**src/rtl/vmu_pkg.sv**
```systemverilog
// ---------------------------------------------------------------------------
// vmu_pkg
// Shared definitions for the VMU request path: sizing constants, the
// request-issue FSM state type, the per-beat request record and a helper
// that derives the final-beat lane mask from an element count.
// ---------------------------------------------------------------------------
package vmu_pkg;

   localparam int SCALAR_WIDTH   = 32;
   localparam int SYS_NUM_LANE   = 8;
   localparam int SYS_VLMAX      = 256;

   localparam int VL_WIDTH       = $clog2(SYS_VLMAX) + 1;
   localparam int LANE_IDX_WIDTH = $clog2(SYS_NUM_LANE);
   localparam int BEAT_WIDTH     = $clog2(SYS_VLMAX / SYS_NUM_LANE) + 1;

   typedef enum logic [1:0] {
      IDLE  = 2'd0,
      ISSUE = 2'd1,
      DONE  = 2'd2
   } state_e;

   typedef struct packed {
      logic [SCALAR_WIDTH-1:0] addr;
      logic [SYS_NUM_LANE-1:0] mask;
      logic                    last;
   } req_t;

   // Lanes covered by the final beat: the low (vl mod lanes) bits, or the
   // whole beat when vl is an exact multiple of the beat width.
   function automatic logic [SYS_NUM_LANE-1:0] tail_mask(input logic [VL_WIDTH-1:0] vl);
      logic [LANE_IDX_WIDTH-1:0] rem;
      logic [SYS_NUM_LANE-1:0]   ones;
      rem  = vl[LANE_IDX_WIDTH-1:0];
      ones = '1;
      tail_mask = (rem == '0) ? ones : ~(ones << rem);
   endfunction

endpackage

```
**src/rtl/vmu_tail_mask.sv**
```systemverilog
// ---------------------------------------------------------------------------
// vmu_tail_mask
// Combinational lane-mask generator for the last beat of a vector op.
// Shared with the load/store data aligners, so it takes only the element
// remainder rather than the full vector length.
//
// Ports:
//   rem   in   $clog2(NUM_LANE)  vl modulo NUM_LANE
//   mask  out  NUM_LANE          active-lane mask, bit i = lane i
// ---------------------------------------------------------------------------
module vmu_tail_mask #(
   parameter int NUM_LANE = 8
) (
   input  logic [$clog2(NUM_LANE)-1:0] rem,
   output logic [NUM_LANE-1:0]         mask
);

   logic [NUM_LANE-1:0] ones;

   // A zero remainder means the op ends on a full beat, so every lane is live.
   always_comb begin
      ones = '1;
      mask = ones;
      if (rem != '0) begin
         mask = ~(ones << rem);
      end
   end

endmodule

```
**src/rtl/vmu_req_issue.sv**
```systemverilog
// ---------------------------------------------------------------------------
// vmu_req_issue
// Expands one vector memory op into a sequence of per-beat requests to the
// VMU memory port. Beat k targets base + k*stride; every beat but the last
// enables all lanes, the last one enables only the lanes the op covers.
// Requests are held stable under back-pressure.
//
// Ports:
//   clk, rst      clock, asynchronous active-high reset
//   i_start       launch pulse, honoured only while idle
//   i_base_addr   first-beat address, captured at launch
//   i_stride      byte increment per beat, captured at launch
//   i_vl          element count 0..SYS_VLMAX, captured at launch
//   o_busy        op in progress (issue or completion cycle)
//   o_req_valid   request valid toward the memory port
//   i_req_ready   memory port accepts the request
//   o_req_addr    beat address
//   o_req_mask    active-lane mask
//   o_req_last    final beat of the op
//   o_done        one-cycle completion pulse
// ---------------------------------------------------------------------------
module vmu_req_issue
   import vmu_pkg::*;
(
   input  logic                    clk,
   input  logic                    rst,
   input  logic                    i_start,
   input  logic [SCALAR_WIDTH-1:0] i_base_addr,
   input  logic [SCALAR_WIDTH-1:0] i_stride,
   input  logic [VL_WIDTH-1:0]     i_vl,
   output logic                    o_busy,
   output logic                    o_req_valid,
   input  logic                    i_req_ready,
   output logic [SCALAR_WIDTH-1:0] o_req_addr,
   output logic [SYS_NUM_LANE-1:0] o_req_mask,
   output logic                    o_req_last,
   output logic                    o_done
);

   localparam logic [BEAT_WIDTH-1:0] ONE_BEAT  = BEAT_WIDTH'(1);
   localparam logic [BEAT_WIDTH-1:0] TWO_BEATS = BEAT_WIDTH'(2);

   state_e                  state;
   req_t                    req;
   logic [SCALAR_WIDTH-1:0] stride_q;
   logic [SYS_NUM_LANE-1:0] tail_q;
   logic [SYS_NUM_LANE-1:0] start_tail;
   logic [BEAT_WIDTH-1:0]   beats_left;
   logic [BEAT_WIDTH-1:0]   start_beats;
   logic                    handshake;

   vmu_tail_mask #(
      .NUM_LANE (SYS_NUM_LANE)
   ) u_tail_mask (
      .rem  (i_vl[LANE_IDX_WIDTH-1:0]),
      .mask (start_tail)
   );

   // Beats needed for the op: ceil(vl / lanes), done as a shift plus a
   // round-up bit for any partial tail.
   always_comb begin
      start_beats = BEAT_WIDTH'(i_vl >> LANE_IDX_WIDTH)
                  + BEAT_WIDTH'(|i_vl[LANE_IDX_WIDTH-1:0]);
   end

   assign handshake = (state == ISSUE) && i_req_ready;

   // beats_left counts the beats not yet accepted, including the one being
   // presented, so the beat after the current one is the last exactly when
   // two remain. The address advances by stride only on acceptance, which
   // keeps the presented request frozen while the port stalls.
   always_ff @(posedge clk or posedge rst) begin
      if (rst) begin
         state      <= IDLE;
         req        <= '0;
         stride_q   <= '0;
         tail_q     <= '0;
         beats_left <= '0;
      end else begin
         case (state)
            IDLE: begin
               if (i_start) begin
                  if (i_vl == '0) begin
                     state <= DONE;
                  end else begin
                     state      <= ISSUE;
                     req.addr   <= i_base_addr;
                     req.last   <= (start_beats == ONE_BEAT);
                     req.mask   <= (start_beats == ONE_BEAT) ? start_tail : '1;
                     stride_q   <= i_stride;
                     tail_q     <= start_tail;
                     beats_left <= start_beats;
                  end
               end
            end
            ISSUE: begin
               if (handshake) begin
                  if (req.last) begin
                     state      <= DONE;
                     req        <= '0;
                     beats_left <= '0;
                  end else begin
                     req.addr   <= req.addr + stride_q;
                     req.last   <= (beats_left == TWO_BEATS);
                     req.mask   <= (beats_left == TWO_BEATS) ? tail_q : '1;
                     beats_left <= beats_left - ONE_BEAT;
                  end
               end
            end
            DONE: begin
               state <= IDLE;
            end
            default: begin
               state <= IDLE;
            end
         endcase
      end
   end

   assign o_busy      = (state != IDLE);
   assign o_req_valid = (state == ISSUE);
   assign o_done      = (state == DONE);
   assign o_req_addr  = req.addr;
   assign o_req_mask  = req.mask;
   assign o_req_last  = req.last;

endmodule
```
**config.mk**
```make
export PLATFORM = sky130hd
export DESIGN_NAME = vmu_req_issue
export DESIGN_NICKNAME = d
export VERILOG_FILES = /design/src/rtl/vmu_pkg.sv /design/src/rtl/vmu_tail_mask.sv /design/src/rtl/vmu_req_issue.sv
export SDC_FILE = /design/constraint.sdc
export NUM_CORES = 1
export LEC_CHECK = 0
export CAP_MARGIN = 20
export CORE_ASPECT_RATIO = 1.25
export CORE_MARGIN = 1
export CORE_UTILIZATION = 54
export CTS_BUF_LIST = sky130_fd_sc_hd__clkbuf_8
export DETAILED_ROUTE_END_ITERATION = 8
export PLACE_DENSITY = 0.86
export SYNTH_ARGS = -nofsm -noshare
export SYNTH_HDL_FRONTEND = slang
export SYNTH_HIERARCHICAL = 1
export SYNTH_SLANG_ARGS = --single-unit
```
**constraint.sdc**
```tcl
create_clock -name clk -period 3.2 [get_ports clk]
set_input_delay 0.64 -clock clk [delete_from_list [all_inputs] [get_ports clk]]
set_output_delay 0.64 -clock clk [all_outputs]
set_load 0.005 [all_outputs]
```
==> results of run 1 <==
## worst max-delay path: stages (launching register included)
cell	delay, ns
dfrtp_1	0.41
ha_1	0.19
inv_1	0.06
fa_1	0.37
nor2b_1	0.23
o31a_2	0.20
or2_2	0.13
a21oi_2	0.07
o211ai_1	0.34
a21oi_1	0.16
o41ai_2	0.36
xnor2_1	0.17
o22ai_1	0.10
## cell type report
type	count	area (um2)
multi-input cells	476	3320
repair buffers	135	1350
well taps	129	161
clock inverters	5	55.1
flip-flops and latches	89	2230
clock buffers	11	151
inverters	20	76.3
fillers	800	2920
## cells in the mapped netlist, drive strengths merged, types with 3 or more instances
master	instances
dfrtp	89
nor2	80
o21ai	61
a21oi	42
mux2	40
ha	37
nand2	31
xnor2	24
a221oi	22
inv	20
buf	19
a21o	17
clkbuf	14
nand3	14
and3	10
nand4	10
a211oi	8
xor2	8
or2	6
a31oi	5
o22ai	5
or3	5
nor2b	4
nor3	4
a211o	3
and2	3
nor3b	3
o21a	3
o21bai	3
o31ai	3
o41ai	3
## stage by stage
step | instances | setup WS [ns]
2_1_floorplan | 618 | 0.253
3_3_place_gp | 849 | 0.207
3_5_place_dp | 849 | 0.0245
4_1_cts | 865 | 0.225
5_1_grt | 865 | 0.0990
6_report | 865 | 0.304
## cells by family (layout without fill, tap and decap cells)
group	Yosys count	after routing	share of synthesized area, %
AO/OA/AOI/OAI	185	185	21.0
AND/OR/NAND/NOR	179	179	14.7
other	1	1	0.0647
XOR/XNOR	32	32	4.84
adder cells (fa/ha/maj)	38	38	8.33
flip-flops	89	89	38.4
buffers and inverters	53	171	4.62
multiplexers	41	41	7.94
## metal layers
metal / part of all wire, % / up-vias / global-route usage, % / wire, um
met4: 2.7 / 0 / 12.6 / 420
met3: 6.5 / 44 / 5.36 / 998
met2: 51 / 216 / 49.3 / 7910
met5: 0 / - / 0 / 0
met1: 39 / 2535 / 34.8 / 6090
li1: - / 2467 / - / -
## placed cells by master (no fill, tap or decap), drive strengths merged, types with 4 or more instances in the layout
cell type      netlist  routed
a211oi               8       8
a21o                17      17
a21oi               42      42
a221oi              22      22
a31oi                5       5
and3                10      10
buf                 19      15
clkbuf              14      11
clkdlybuf4s50        0     120
dfrtp               89      89
ha                  37      37
inv                 20      20
mux2                40      40
nand2               31      31
nand3               14      14
nand4               10      10
nor2                80      80
nor2b                4       4
nor3                 4       4
o21ai               61      61
o22ai                5       5
or2                  6       6
or3                  5       5
xnor2               24      24
xor2                 8       8
## timing repair
action                     CTS  global route
setup endpoints to repair    0             1
gates resized for setup      0             2
hold buffers                 0             0
## power by group
group          switching (mW)  internal, mW  total (mW)
Sequential              0.475          1.70        2.18
Combinational            3.10          2.79        5.89
Clock                   0.413         0.401       0.814
## sequential cells by signal (all words and copies together) (netlist names)
name,flops
beats_left,6
o_req_addr,32
o_req_last,1
o_req_mask,8
state,2
stride_q,32
tail_q,8
## worst max-delay path by stage
stage	to	depth (start not counted)
floorplan	beats_left[0]	1
global placement	o_req_mask[4]	9
detailed placement	o_req_mask[5]	9
CTS	o_req_addr[28]	12
global route	o_req_addr[26]	12
finish	o_req_addr[26]	12
==> metrics.md, run 1 <==
| Metric | Value |
|---|---|
| Outcome | `complete, no violations` |
| Finished Cell Area | `7340 um2` |
| R2R Path End | `o_req_addr[26]` |
| Clk_lat worst skew | `0.37 ns` |
| Die Ht | `118 um` |
| Synth unique cells | `67` |
| Worst VDD drop | `638 uV` |
| Total GRT Usage | `28.9%` |
| Final slew viol count | `0` |
| Layout cells sized above 1 | `13.0%` |
| Hpwl dp | `11,300 um` |
| Post-CTS repair timing setup buffer count | `0` |
| Max Cap Violations | `0` |
| R2R Setup Slk | `0.30 ns` |
| Mapped Area | `5800 um2` |
| Final GP Congestion | `0.948` |
| Period utilization | `90.5%` |
| Die area | `11,200 um2` |
| Initial core utilization | `56.5%` |
| CP Launch Point | `o_req_addr[0]` |
| Worst rel slew slack | `64.0%` |
| Crit-path max FO | `3` |
| Mean Syn Cell Area | `9.38 um2` |
| Sequential fraction of the synthesis area | `38.4%` |
| Gr ovfl total | `0` |
| Die W | `94.7 um` |
| # IOs | `121` |
| Total Routed Length | `15,400 um` |
| Core footprint | `10,300 um2` |
| CP startpoint kind | `flip-flop` |
| Pwr Density | `1210 nW/um2` |
| Final Util | `71.6%` |
| Yosys top cell by area | `dfrtp_1` |
| Hold WC Path Type | `in -> async` |
| Longest Clk Path Bufs | `2` |
| Placed Area | `7120 um2` |
| Ys async rst share | `100%` |
| Worst Max-Slew Pin Slew | `0.540 ns` |
| Antenna Cells | `0` |
| CP endpoint kind | `flip-flop` |
| Share of the synthesized area in the top cell type | `38.4%` |
| CP arrival | `3.15 ns` |
| Iter 0 DRT Violations | `309` |
| Area contributors post-synth | `dfrtp_1, ha_1, mux2_2` |
| Yosys reg bits | `89` |
| Final Skew | `0.0131 ns` |
| Synth Warn # | `6` |
| CTS Root Cell | `clkbuf_8` |
| Leak | `3.16 nW` |
| Hold_ws | `0.488 ns` |
| RSZ-0062 raised after global routing | `false` |
| Layout net count | `846` |
| Critical Setup Path Class | `reg -> reg` |
| Total power | `8.88 mW` |
| CTS tree | `built` |
| Hold Vio Cnt, Final | `0` |
| Fmax | `345 MHz` |
| Area delta synth->final | `26.7%` |
| Syn_nets | `733` |
| EDFF count, synth | `0` |
| DRC viols | `0` |
| Crit Reg-Reg Startpoint | `o_req_addr[0]` |
| Vias in the first global route | `5,314` |
| Syn Inst Count | `618` |
| Worst EP required | `3.46 ns` |
| CTS Sinks | `89` |
| Total number of vias | `5,262` |
| Via-per-instance ratio | `6.08` |
| Minimum clock period | `2.90 ns` |
| Setup TNS | `0 ns` |
| Register-to-Register Path Depth | `12` |
| ANT nets after route | `0` |
| Final setup fails | `0` |
| Register clock-pin slew on the reported worst setup and hold paths | `0.09 ns` |
| Row count | `41` |
| Routed WL per cell | `17.8 um` |
| First-pass GRT wire length | `25,200 um` |
| Initial DRT Pass Iterations | `5` |
| H-Tree Depth | `3` |
| Top_reg_cell synth | `dfrtp_1` |
| Initial antenna violation count | `0` |
| Largest net degree at the start of global routing | `52` |
| Number of buffers created by CTS | `9` |
| Input/output buffers | `120` |
(Power assumes the default switching activity.)
==> run 2, diff against run 1 <==
--- a/config.mk
+++ b/config.mk
@@ -8,11 +8,10 @@
 export CAP_MARGIN = 20
 export CORE_ASPECT_RATIO = 1.25
 export CORE_MARGIN = 1
-export CORE_UTILIZATION = 54
+export CORE_UTILIZATION = 53
 export CTS_BUF_LIST = sky130_fd_sc_hd__clkbuf_8
 export DETAILED_ROUTE_END_ITERATION = 8
-export PLACE_DENSITY = 0.86
+export PLACE_DENSITY = 0.85
 export SYNTH_ARGS = -nofsm -noshare
 export SYNTH_HDL_FRONTEND = slang
-export SYNTH_HIERARCHICAL = 1
 export SYNTH_SLANG_ARGS = --single-unit
==> run 2 against run 1 <==
Power fell by 2.8%; final area fell by 1.8%; sequential power hardly changed; fmax shrank 1.1%; hold slack better by 0.012 ns; routed wire length fell by 0.58%; critical path type unchanged.
==> metrics.md, run 2 <==
| Metric | Value |
|---|---|
| Initial core utilization | `55.0%` |
| Worst VDD drop | `607 uV` |
| Most used cell, CP | `o21ai_0` |
| Die Ht | `117 um` |
| Total Routed Length | `15,300 um` |
| Leak | `3.11 nW` |
| Initial DRT Pass Iterations | `5` |
| Top-count cell post-synth | `dfrtp_1` |
| Sequential fraction of the synthesis area | `39.9%` |
| Initial antenna violation count | `0` |
| EDFF count, synth | `0` |
| Ys async rst share | `100%` |
| Final slew viol count | `0` |
| Yosys top cell by area | `dfrtp_1` |
| Antenna Cells | `0` |
| Register-to-Register Path Depth | `12` |
| Mapped Area | `5590 um2` |
| First-pass GRT wire length | `24,400 um` |
| Number of buffers created by CTS | `9` |
| Post-CTS repair timing setup buffer count | `0` |
| Critical path capture point | `o_req_addr[30]` |
| Syn Inst Count | `598` |
| Fill cell count | `762` |
| Commonest cells in the netlist | `dfrtp_1, nor2_1, o21ai_0` |
| Synth unique cells | `59` |
| CTS Root Cell | `clkbuf_8` |
| Yosys reg bits | `89` |
| Iter 0 DRT Violations | `399` |
| Leading cell type in the layout, fill and taps excluded | `clkdlybuf4s50_1` |
| ANT nets after route | `0` |
| Total number of vias | `5,221` |
| Longest Clk Path Bufs | `2` |
| Crit Reg-Reg Startpoint | `o_req_addr[0]` |
| CP Launch Point | `o_req_addr[0]` |
| Outcome | `complete, no violations` |
| Synth Warn # | `0` |
| Max Cap Violations | `0` |
| Minimum clock period | `2.93 ns` |
| Fmax | `342 MHz` |
| Area contributors post-synth | `dfrtp_1, ha_1, mux2_2` |
| Worst EP required | `3.50 ns` |
| Max stage delay on crit path | `0.40 ns` |
| Critical-path top delay cell | `dfrtp_1` |
| Register clock-pin slew on the reported worst setup and hold paths | `0.10 ns` |
| Hpwl dp | `11,300 um` |
| R2R Setup Slk | `0.27 ns` |
| CP arrival | `3.23 ns` |
| RSZ-0062 raised after global routing | `false` |
| Commonest non-fill, non-tap cells in the layout | `clkdlybuf4s50_1, dfrtp_1, nor2_1` |
| Crit-path max FO | `3` |
| Final GP Congestion | `0.949` |
| Clk_lat worst skew | `0.38 ns` |
| Total GRT Usage | `28.9%` |
| Hold WC Path Type | `reg -> reg` |
| Pwr Density | `1200 nW/um2` |
| Input/output buffers | `120` |
| Die area | `11,000 um2` |
| Post-CTS Hold Fix Bufs | `0` |
| Syn_nets | `713` |
| Mean Syn Cell Area | `9.34 um2` |
| DRC viols | `0` |
| Worst Max-Slew Pin Slew | `0.722 ns` |
| CP endpoint kind | `flip-flop` |
| Final setup fails | `0` |
| Period utilization | `91.5%` |
| R2R Path End | `o_req_addr[30]` |
| Layout cells sized above 1 | `11.3%` |
| Cts repair resizes | `0` |
| Gr ovfl total | `0` |
| Vias in the first global route | `5,171` |
| CTS tree | `built` |
| CP startpoint kind | `flip-flop` |
| Worst rel slew slack | `51.8%` |
| Largest net degree at the start of global routing | `90` |
| Routed WL per cell | `18.1 um` |
| Via-per-instance ratio | `6.16` |
| H-Tree Depth | `3` |
| Critical Setup Path Class | `reg -> reg` |
| CTS Sinks | `89` |
| Core footprint | `10,200 um2` |
| Setup TNS | `0 ns` |
| Die W | `93.8 um` |
| Final Skew | `0.0146 ns` |
| # IOs | `121` |
| Share of the synthesized area in the top cell type | `39.9%` |
| Row count | `41` |
| Layout net count | `829` |
| Hold Vio Cnt, Final | `0` |
| Area delta synth->final | `29.1%` |
| Top_reg_cell synth | `dfrtp_1` |
| Cells along the critical path | `ha_1, inv_1, fa_1, nor2b_1, o21a_1, o21ai_0, a21oi_1, o211ai_1, a211oi_1, o22ai_1, xor2_1, o21ai_0` |
| Final Util | `71.0%` |
-- run 2: routing by layer --
layer  vias to the layer above  global-route usage [%]  share of wire (%)
met5                         -                       0                  0
met4                         0                    14.6                3.1
met3                        51                    5.43                6.4
met2                       247                    51.2                 52
met1                      2510                    33.4                 38
li1                       2413                       -                  -
-- run 2: worst min path at each step --
| stage | cells past startpoint | start | to |
|---|---|---|---|
| floorplan | 1 | tail_q[0] | tail_q[0] |
| global placement | 1 | tail_q[0] | tail_q[0] |
| detailed placement | 2 | tail_q[1] | tail_q[1] |
| CTS | 2 | tail_q[1] | tail_q[1] |
| global route | 2 | tail_q[2] | tail_q[2] |
| finish | 2 | tail_q[1] | tail_q[1] |
-- run 2: cell type report --
type | count | area (um2) | area share, %
sequential | 89 | 2230 | 30.9
multi-input combinational | 463 | 3200 | 44.3
clock inverter | 6 | 73.8 | 1.02
inverter | 16 | 61.3 | 0.851
clock buffer | 10 | 138 | 1.91
timing repair buffer | 135 | 1350 | 18.7
tap | 129 | 161 | 2.24
-- run 2: worst max-delay path, delay by kind of cell, from the launching register on --
family                   cells  cell delay [ns]
XOR/XNOR                     1             0.16
AND/OR/NAND/NOR              1             0.18
adder cells (fa/ha/maj)      2             0.61
AO/OA/AOI/OAI                7             1.41
buffers and inverters        1             0.07
flip-flops                   1             0.40
-- run 2: kinds of logic after synthesis --
group | after synthesis | synth area share (%)
simple gates | 173 | 14.7
fa+ha+maj | 38 | 8.65
flops | 89 | 39.9
compound gates | 184 | 21.4
xor+xnor | 33 | 5.17
mux | 35 | 7.03
buf+inv | 46 | 3.18
-- run 2: per-stage QoR --
stage                     cells  instance area, um2  worst slack (ns)  hold slack [ns]  power, mW
after global routing        848                7210            0.0271            0.524       9.26
after CTS                   848                7210             0.305            0.498       8.58
after global placement      832                7000             0.150            0.452       7.43
final                       848                7210             0.272            0.500       8.63
after detailed placement    832                7000           -0.0281            0.476       7.71
after floorplan             598                5590             0.253            0.435       5.95
-- run 2: power by group --
group | switching (mW) | leakage, nW | internal [mW]
logic | 2.99 | 1.96 | 2.64
registers | 0.482 | 1.05 | 1.69
clock network | 0.437 | 0.101 | 0.391
total | 3.91 | 3.11 | 4.72
